`src/rtl/line_bus_adapter.sv`:
```
// line_bus_adapter
//   Bridges a single-word request port (CPU / L1 side) to a cache-line-wide
//   memory port. One transaction is in flight at a time. A one-line read
//   buffer lets repeated reads to the same line complete without a line
//   fetch; writes go straight through to the line side and are merged into
//   the buffer when they hit the buffered line.
//
// Ports
//   clk, rst            clock; asynchronous active-high reset
//   cpu_read/cpu_write  word request, held until cpu_resp (write has priority)
//   cpu_address         byte address
//   cpu_wdata           write word
//   cpu_byte_enable     write byte mask
//   cpu_rdata           read word, valid while cpu_resp is high
//   cpu_resp            one-cycle completion pulse
//   buf_inval           drops the line buffer valid bit
//   line_read/write     line-side request strobes (decoded from state)
//   line_address        line-aligned address of the latched request
//   line_wdata          latched write word replicated across the line
//   line_byte_enable    latched mask placed at the addressed word
//   line_rdata          line read data, valid with line_resp
//   line_resp           one-cycle completion pulse from the line side
module line_bus_adapter #(
  parameter int WORD_W = 32,
  parameter int LINE_W = 256,
  parameter int ADDR_W = 32
) (
  input  logic                  clk,
  input  logic                  rst,
  input  logic                  cpu_read,
  input  logic                  cpu_write,
  input  logic [ADDR_W-1:0]     cpu_address,
  input  logic [WORD_W-1:0]     cpu_wdata,
  input  logic [WORD_W/8-1:0]   cpu_byte_enable,
  output logic [WORD_W-1:0]     cpu_rdata,
  output logic                  cpu_resp,
  input  logic                  buf_inval,
  output logic                  line_read,
  output logic                  line_write,
  output logic [ADDR_W-1:0]     line_address,
  output logic [LINE_W-1:0]     line_wdata,
  output logic [LINE_W/8-1:0]   line_byte_enable,
  input  logic [LINE_W-1:0]     line_rdata,
  input  logic                  line_resp
);

  localparam int WORDS = LINE_W / WORD_W;
  localparam int WB    = WORD_W / 8;
  localparam int LB    = LINE_W / 8;
  localparam int OFF   = $clog2(LB);
  localparam int WOFF  = $clog2(WB);
  localparam int IDXW  = OFF - WOFF;
  localparam int TAGW  = ADDR_W - OFF;

  typedef enum logic [1:0] {S_IDLE, S_FETCH, S_STORE, S_RESP} state_t;

  state_t              state_q, state_d;
  logic [ADDR_W-1:0]   addr_q, addr_d;
  logic [WORD_W-1:0]   wdata_q, wdata_d;
  logic [WB-1:0]       mask_q, mask_d;
  logic                buf_valid_q, buf_valid_d;
  logic [TAGW-1:0]     buf_tag_q, buf_tag_d;
  logic [LINE_W-1:0]   buf_data_q, buf_data_d;
  logic [WORD_W-1:0]   rdata_q, rdata_d;

  logic [IDXW-1:0]     cpu_idx_s, lat_idx_s;
  logic [TAGW-1:0]     cpu_tag_s, lat_tag_s;
  logic                cpu_hit_s;
  logic [LINE_W-1:0]   wline_s;
  logic [LB-1:0]       be_s;

  // Select one word of a line by word index.
  function automatic logic [WORD_W-1:0] get_word(input logic [LINE_W-1:0] line,
                                                 input logic [IDXW-1:0]   idx);
    logic [WORD_W-1:0] w;
    w = '0;
    for (int k = 0; k < WORDS; k++) begin
      if (idx == IDXW'(k)) w = line[k*WORD_W +: WORD_W];
    end
    return w;
  endfunction

  // Overwrite only the enabled bytes of a line.
  function automatic logic [LINE_W-1:0] merge_line(input logic [LINE_W-1:0] old_line,
                                                   input logic [LINE_W-1:0] new_line,
                                                   input logic [LB-1:0]     be);
    logic [LINE_W-1:0] m;
    m = old_line;
    for (int b = 0; b < LB; b++) begin
      if (be[b]) m[b*8 +: 8] = new_line[b*8 +: 8];
    end
    return m;
  endfunction

  assign cpu_idx_s = cpu_address[OFF-1:WOFF];
  assign cpu_tag_s = cpu_address[ADDR_W-1:OFF];
  assign lat_idx_s = addr_q[OFF-1:WOFF];
  assign lat_tag_s = addr_q[ADDR_W-1:OFF];
  // An invalidate sampled with the request forces a miss.
  assign cpu_hit_s = buf_valid_q && (cpu_tag_s == buf_tag_q) && !buf_inval;
  assign wline_s   = {WORDS{wdata_q}};
  assign be_s      = LB'(mask_q) << (32'(lat_idx_s) * WB);

  // Moore outputs; data outputs come from the latched request.
  assign cpu_rdata        = rdata_q;
  assign cpu_resp         = (state_q == S_RESP);
  assign line_read        = (state_q == S_FETCH);
  assign line_write       = (state_q == S_STORE);
  assign line_address     = {lat_tag_s, {OFF{1'b0}}};
  assign line_wdata       = wline_s;
  assign line_byte_enable = (state_q == S_STORE) ? be_s : '0;

  // Next-state and datapath update logic.
  always_comb begin
    state_d    = state_q;
    addr_d     = addr_q;
    wdata_d    = wdata_q;
    mask_d     = mask_q;
    buf_tag_d  = buf_tag_q;
    buf_data_d = buf_data_q;
    rdata_d    = rdata_q;
    if (buf_inval) begin
      buf_valid_d = 1'b0;
    end else begin
      buf_valid_d = buf_valid_q;
    end

    case (state_q)
      S_IDLE: begin
        if (cpu_write) begin
          addr_d  = cpu_address;
          wdata_d = cpu_wdata;
          mask_d  = cpu_byte_enable;
          state_d = S_STORE;
        end else if (cpu_read) begin
          if (cpu_hit_s) begin
            rdata_d = get_word(buf_data_q, cpu_idx_s);
            state_d = S_RESP;
          end else begin
            addr_d  = cpu_address;
            state_d = S_FETCH;
          end
        end else begin
          state_d = S_IDLE;
        end
      end
      S_FETCH: begin
        if (line_resp) begin
          // The fetched word is returned even if an invalidate races the fill.
          buf_data_d  = line_rdata;
          buf_tag_d   = lat_tag_s;
          buf_valid_d = !buf_inval;
          rdata_d     = get_word(line_rdata, lat_idx_s);
          state_d     = S_RESP;
        end else begin
          state_d = S_FETCH;
        end
      end
      S_STORE: begin
        if (line_resp) begin
          if (buf_valid_q && (lat_tag_s == buf_tag_q) && !buf_inval) begin
            buf_data_d = merge_line(buf_data_q, wline_s, be_s);
          end else begin
            buf_data_d = buf_data_q;
          end
          state_d = S_RESP;
        end else begin
          state_d = S_STORE;
        end
      end
      S_RESP: begin
        state_d = S_IDLE;
      end
      default: begin
        state_d = S_IDLE;
      end
    endcase
  end

  // State and datapath registers.
  always_ff @(posedge clk or posedge rst) begin
    if (rst) begin
      state_q     <= S_IDLE;
      addr_q      <= '0;
      wdata_q     <= '0;
      mask_q      <= '0;
      buf_valid_q <= 1'b0;
      buf_tag_q   <= '0;
      buf_data_q  <= '0;
      rdata_q     <= '0;
    end else begin
      state_q     <= state_d;
      addr_q      <= addr_d;
      wdata_q     <= wdata_d;
      mask_q      <= mask_d;
      buf_valid_q <= buf_valid_d;
      buf_tag_q   <= buf_tag_d;
      buf_data_q  <= buf_data_d;
      rdata_q     <= rdata_d;
    end
  end

endmodule

```
`config.mk`:
```
export PLATFORM = sky130hd
export DESIGN_NAME = line_bus_adapter
export DESIGN_NICKNAME = d
export VERILOG_FILES = /design/src/rtl/line_bus_adapter.sv
export SDC_FILE = /design/constraint.sdc
export NUM_CORES = 1
export LEC_CHECK = 0
export ABC_AREA = 1
export CAP_MARGIN = 20
export CELL_PAD_IN_SITES_DETAIL_PLACEMENT = 1
export CELL_PAD_IN_SITES_GLOBAL_PLACEMENT = 1
export CORE_ASPECT_RATIO = 1.1
export CORE_MARGIN = 2
export CORE_UTILIZATION = 35
export DETAILED_ROUTE_END_ITERATION = 10
export MAX_ROUTING_LAYER = met4
export PLACE_DENSITY = 0.86
export SLEW_MARGIN = 20
export SYNTH_ARGS = -nofsm -noshare
export SYNTH_HDL_FRONTEND = slang
export SYNTH_SLANG_ARGS = --single-unit
```
`constraint.sdc`:
```
create_clock -name clk -period 14.4 [get_ports clk]
set_input_delay 2.88 -clock clk [delete_from_list [all_inputs] [get_ports clk]]
set_output_delay 2.88 -clock clk [all_outputs]
set_load 0.01 [all_outputs]
```
==> results by group <==
Timing
  – Fin crit period: 6.778 ns
  – Relative slew slack: roughly 16%
  – Worst-Margin Slew: 1.246 ns
  – RSZ-0062 raised after global routing: no
  – Fin crit share: between 40% and 50%
  – Sum Neg Setup Slack: 0 ns
  – Setup WS post-layout: 7.622 ns
  – Setup Viol. Count Final: 0
  – Final Max Tran Viols: 0
  – Fmax: 147.5 MHz
  – Final Skew: 0.02169 ns
  – Final Hold Viols: 0

Power and ir drop
  – Switching share of power: 51.31%
  – Combinational cell fraction of total power: between 60% and 70%
  – Flop pwr share: 25.0%
  – Psw: 4.314 mW
  – Peak supply drop: 0.0001916 V
  – Clock Power Share: 14.9%
  – Leakage: 15.69 nW
  – Cell Int Power: 4.093 mW
  – Power Density: 257.7 nW/um2

Clock network
  – Post-CTS setup buffers: 0
  – Clock root buffer: clkbuf_16
  – Clock slew at reported path FFs: 0.06 ns
  – H-tree levels: 2
  – Post-CTS Resized: 0
  – Post-CTS Hold Fix Bufs: 0
  – Clock sink count: ~380
  – CTS tree: done
  – TritonCTS Buffers: 47
  – Max clock buf depth: 3
  – Clock Latency Late Sink: 0.61 ns

Logic synthesis
  – Count of state elements after synthesis: 384
  – Library cells used by synthesis: 33
  – Synth Cell Area: 25400 um2
  – Ranking of synthesized cells by area: dfrtp_1, nand2_1, nand4_1
  – Sequential fraction of the synthesis area: 37.83%
  – Ys Warns: 0
  – Yosys top cell by area: dfrtp_1
  – Synth Area per Inst: approximately 7 um2
  – Synthesized netlist cell count: between 3k and 4k
  – Top-area cell type share of the netlist area: 37.83%

GRT
  – Number of global-route vias before repair: roughly 29k
  – Initial antenna violation count: 31
  – First-pass GRT wire length: 183.6 mm
  – Remaining global-route overflow: 0
  – Largest net degree at the start of global routing: 162
  – GRT Overall Usage: 34.02%

Placed design
  – GPL Wtd Cong: between 0.9 and 1
  – # port buffers: about 680
  – DP HPWL: 90.91 mm
  – Post-place setup slack: 7.127 ns

Worst setup path
  – Crit path launch: buf_inval
  – Register-to-Register Path Depth: 10
  – Crit end category: register
  – Type of origin of the critical path: input pin
  – Worst-path fanout max: 119
  – Req. time, crit path: around 15 ns
  – Worst r2r src: state_q[1]$_DFF_PP0_
  – Worst EP arrival: approximately 7.3 ns
  – WS Path Type: input pin to register

Cells and area
  – Fillers: around 9.0k
  – Area Overhead vs Synth: 28.42%
  – Nets: 4275
  – Layout cell share with drive strength beyond 1: 6.288%

Floorplan
  – Die ar.: 74750 um2
  – Initial core utilization: 35.39%
  – DIE HEIGHT: 286.6 um
  – Ports: 685
  – Core area: 71780 um2
  – Die Span X: roughly 260 um
  – Rows: 103

Job
  – Max-Cap Viols: 0

Drt
  – Vias per Instance: 5.601
  – DRT Pass-1 Iters: 6
  – DR vias: 27.74k
  – Antenna Nets Post-Route: 0
  – Routed len/inst: 25.73 um
  – Final wirelength: 127.4 mm
  – DRC: 0
  – Drt initial violations: 2182

Worst hold path
  – Hold Path Depth: 2
  – HP Class: register to register
  – HP Start: buf_data_q[231]$_DFFE_PP0P_

Outcome
  – Status: complete, no violations
flip-flops by register name (all words and copies together), names as in the netlist:
name,count
buf_data_q,256
cpu_rdata,32
wdata_q,32
addr_q,30
buf_tag_q,27
mask_q,4
state_q,2
buf_valid_q,1
power groups by stage:
stage | Sequential, mW | Clock (mW) | Combinational, mW
after floorplan | 1.96 | 0 | 3.21
after global placement | 2.08 | 0 | 4.83
after detailed placement | 2.10 | 0 | 4.96
after CTS | 2.10 | 1.26 | 5.00
after global routing | 2.16 | 1.30 | 5.42
final | 2.10 | 1.25 | 5.05
area by class of cell:
| type | count | area, um2 | area share (%) |
|---|---|---|---|
| antenna | 31 | 77.57 | 0.2378 |
| clock inverter | 11 | 107.6 | 0.3299 |
| clock buffer | 74 | 1480 | 4.538 |
| tap | 945 | 1182 | 3.625 |
| multi-input combinational | 2606 | 12350 | 37.87 |
| sequential | 384 | 9609 | 29.46 |
| timing repair buffer | 717 | 7104 | 21.78 |
| inverter | 184 | 705.7 | 2.163 |
routing by layer:
metal / track usage [%] / routed length (um)
met1: 37.50 / 46220
met2: 55.31 / 60950
met3: 8.320 / 11600
met4: 20.80 / 8610
met5: - / 0
critical path: stages:
cell	delay (ns)
clkdlybuf4s50_1	0.42
nor2_1	0.21
nand2_1	0.09
a21oi_1	0.41
nand3_1	0.16
nor2_1	0.14
nand2_1	0.15
nand2_8	0.63
buf_4	0.59
buf_4	0.71
nand3_1	0.55
nand2_1	0.21
nand2_1	0.06
placed cells by master (no fill, tap or decap), drive strengths merged:
cell and count:
clkbuf 74, bufinv 2, dfrtp 384, or2 2, diode 31, ha 5, buf 41, mux2 36
nand4 429, xnor2 28, conb 5, o21ai 117, clkdlybuf4s50 676, clkinvlp 1, a21oi 81, clkinv 8
nand3 159, nand2 1537, inv 184, a32oi 1, nor2 154, nor3 52
synthesized netlist by cell type:
| master | count |
|---|---|
| or2_2 | 1 |
| nor3_2 | 5 |
| buf_2 | 76 |
| xnor2_1 | 28 |
| clkbuf_1 | 105 |
| o21ai_2 | 20 |
| mux2_2 | 36 |
| nand3_2 | 25 |
| or2_1 | 1 |
| a32oi_1 | 1 |
| nor2_1 | 152 |
| buf_4 | 262 |
| nor3_4 | 5 |
| a21oi_1 | 80 |
| nor2_2 | 2 |
| o21ai_1 | 3 |
| nor3_1 | 42 |
| nand4_1 | 429 |
| buf_1 | 23 |
| nand2_2 | 1 |
| inv_1 | 166 |
| inv_4 | 1 |
| dfrtp_1 | 384 |
| inv_2 | 17 |
| nand3_4 | 4 |
| conb_1 | 1 |
| ha_1 | 5 |
| o21ai_0 | 85 |
| nand2_1 | 1536 |
| buf_6 | 1 |
| o21ai_4 | 9 |
| a21oi_2 | 1 |
| nand3_1 | 130 |
metrics by stage:
step / total power, mW / util, % / cells / hold slack [ns] / area [um2]
5_1_grt: 8.879 / 45.44 / 4951 / 0.4883 / 32620
4_1_cts: 8.350 / 45.29 / 4920 / 0.4725 / 32510
3_5_place_dp: 7.062 / 43.08 / 4835 / 0.4583 / 30920
2_1_floorplan: 5.168 / - / 3641 / 0.4419 / 25420
3_3_place_gp: 6.904 / 43.08 / 4835 / 0.4536 / 30920
6_report: 8.407 / 45.44 / 4952 / 0.4695 / 32620
path summary, 6_finish.rpt:
path	to	slack, ns
setup / recovery	buf_data_q[132]$_DFFE_PP0P_	7.62
hold / removal	buf_data_q[231]$_DFFE_PP0P_	0.47
setup reg to reg	buf_data_q[250]$_DFFE_PP0P_	9.78
hold reg to reg	buf_data_q[231]$_DFFE_PP0P_	0.47
max in group asynchronous	wdata_q[4]$_DFFE_PP0P_	9.98
min in group asynchronous	buf_data_q[115]$_DFFE_PP0P_	2.80
cells by family (layout without fill, tap and decap cells):
family                     Yosys count  count (layout)  share of synthesized area, %
xor gates and xnor gates            28              28                        0.9654
buffers and inverters              651             986                         13.91
and+or+nand+nor                   2333            2333                         40.80
adders and majority gates            5               5                        0.2463
other                                1              36                       0.01476
muxes                               36              36                         1.596
DFF                                384             384                         37.83
AOI/OAI and AO/OA                  199             199                         4.645
(Power assumes the default switching activity.)
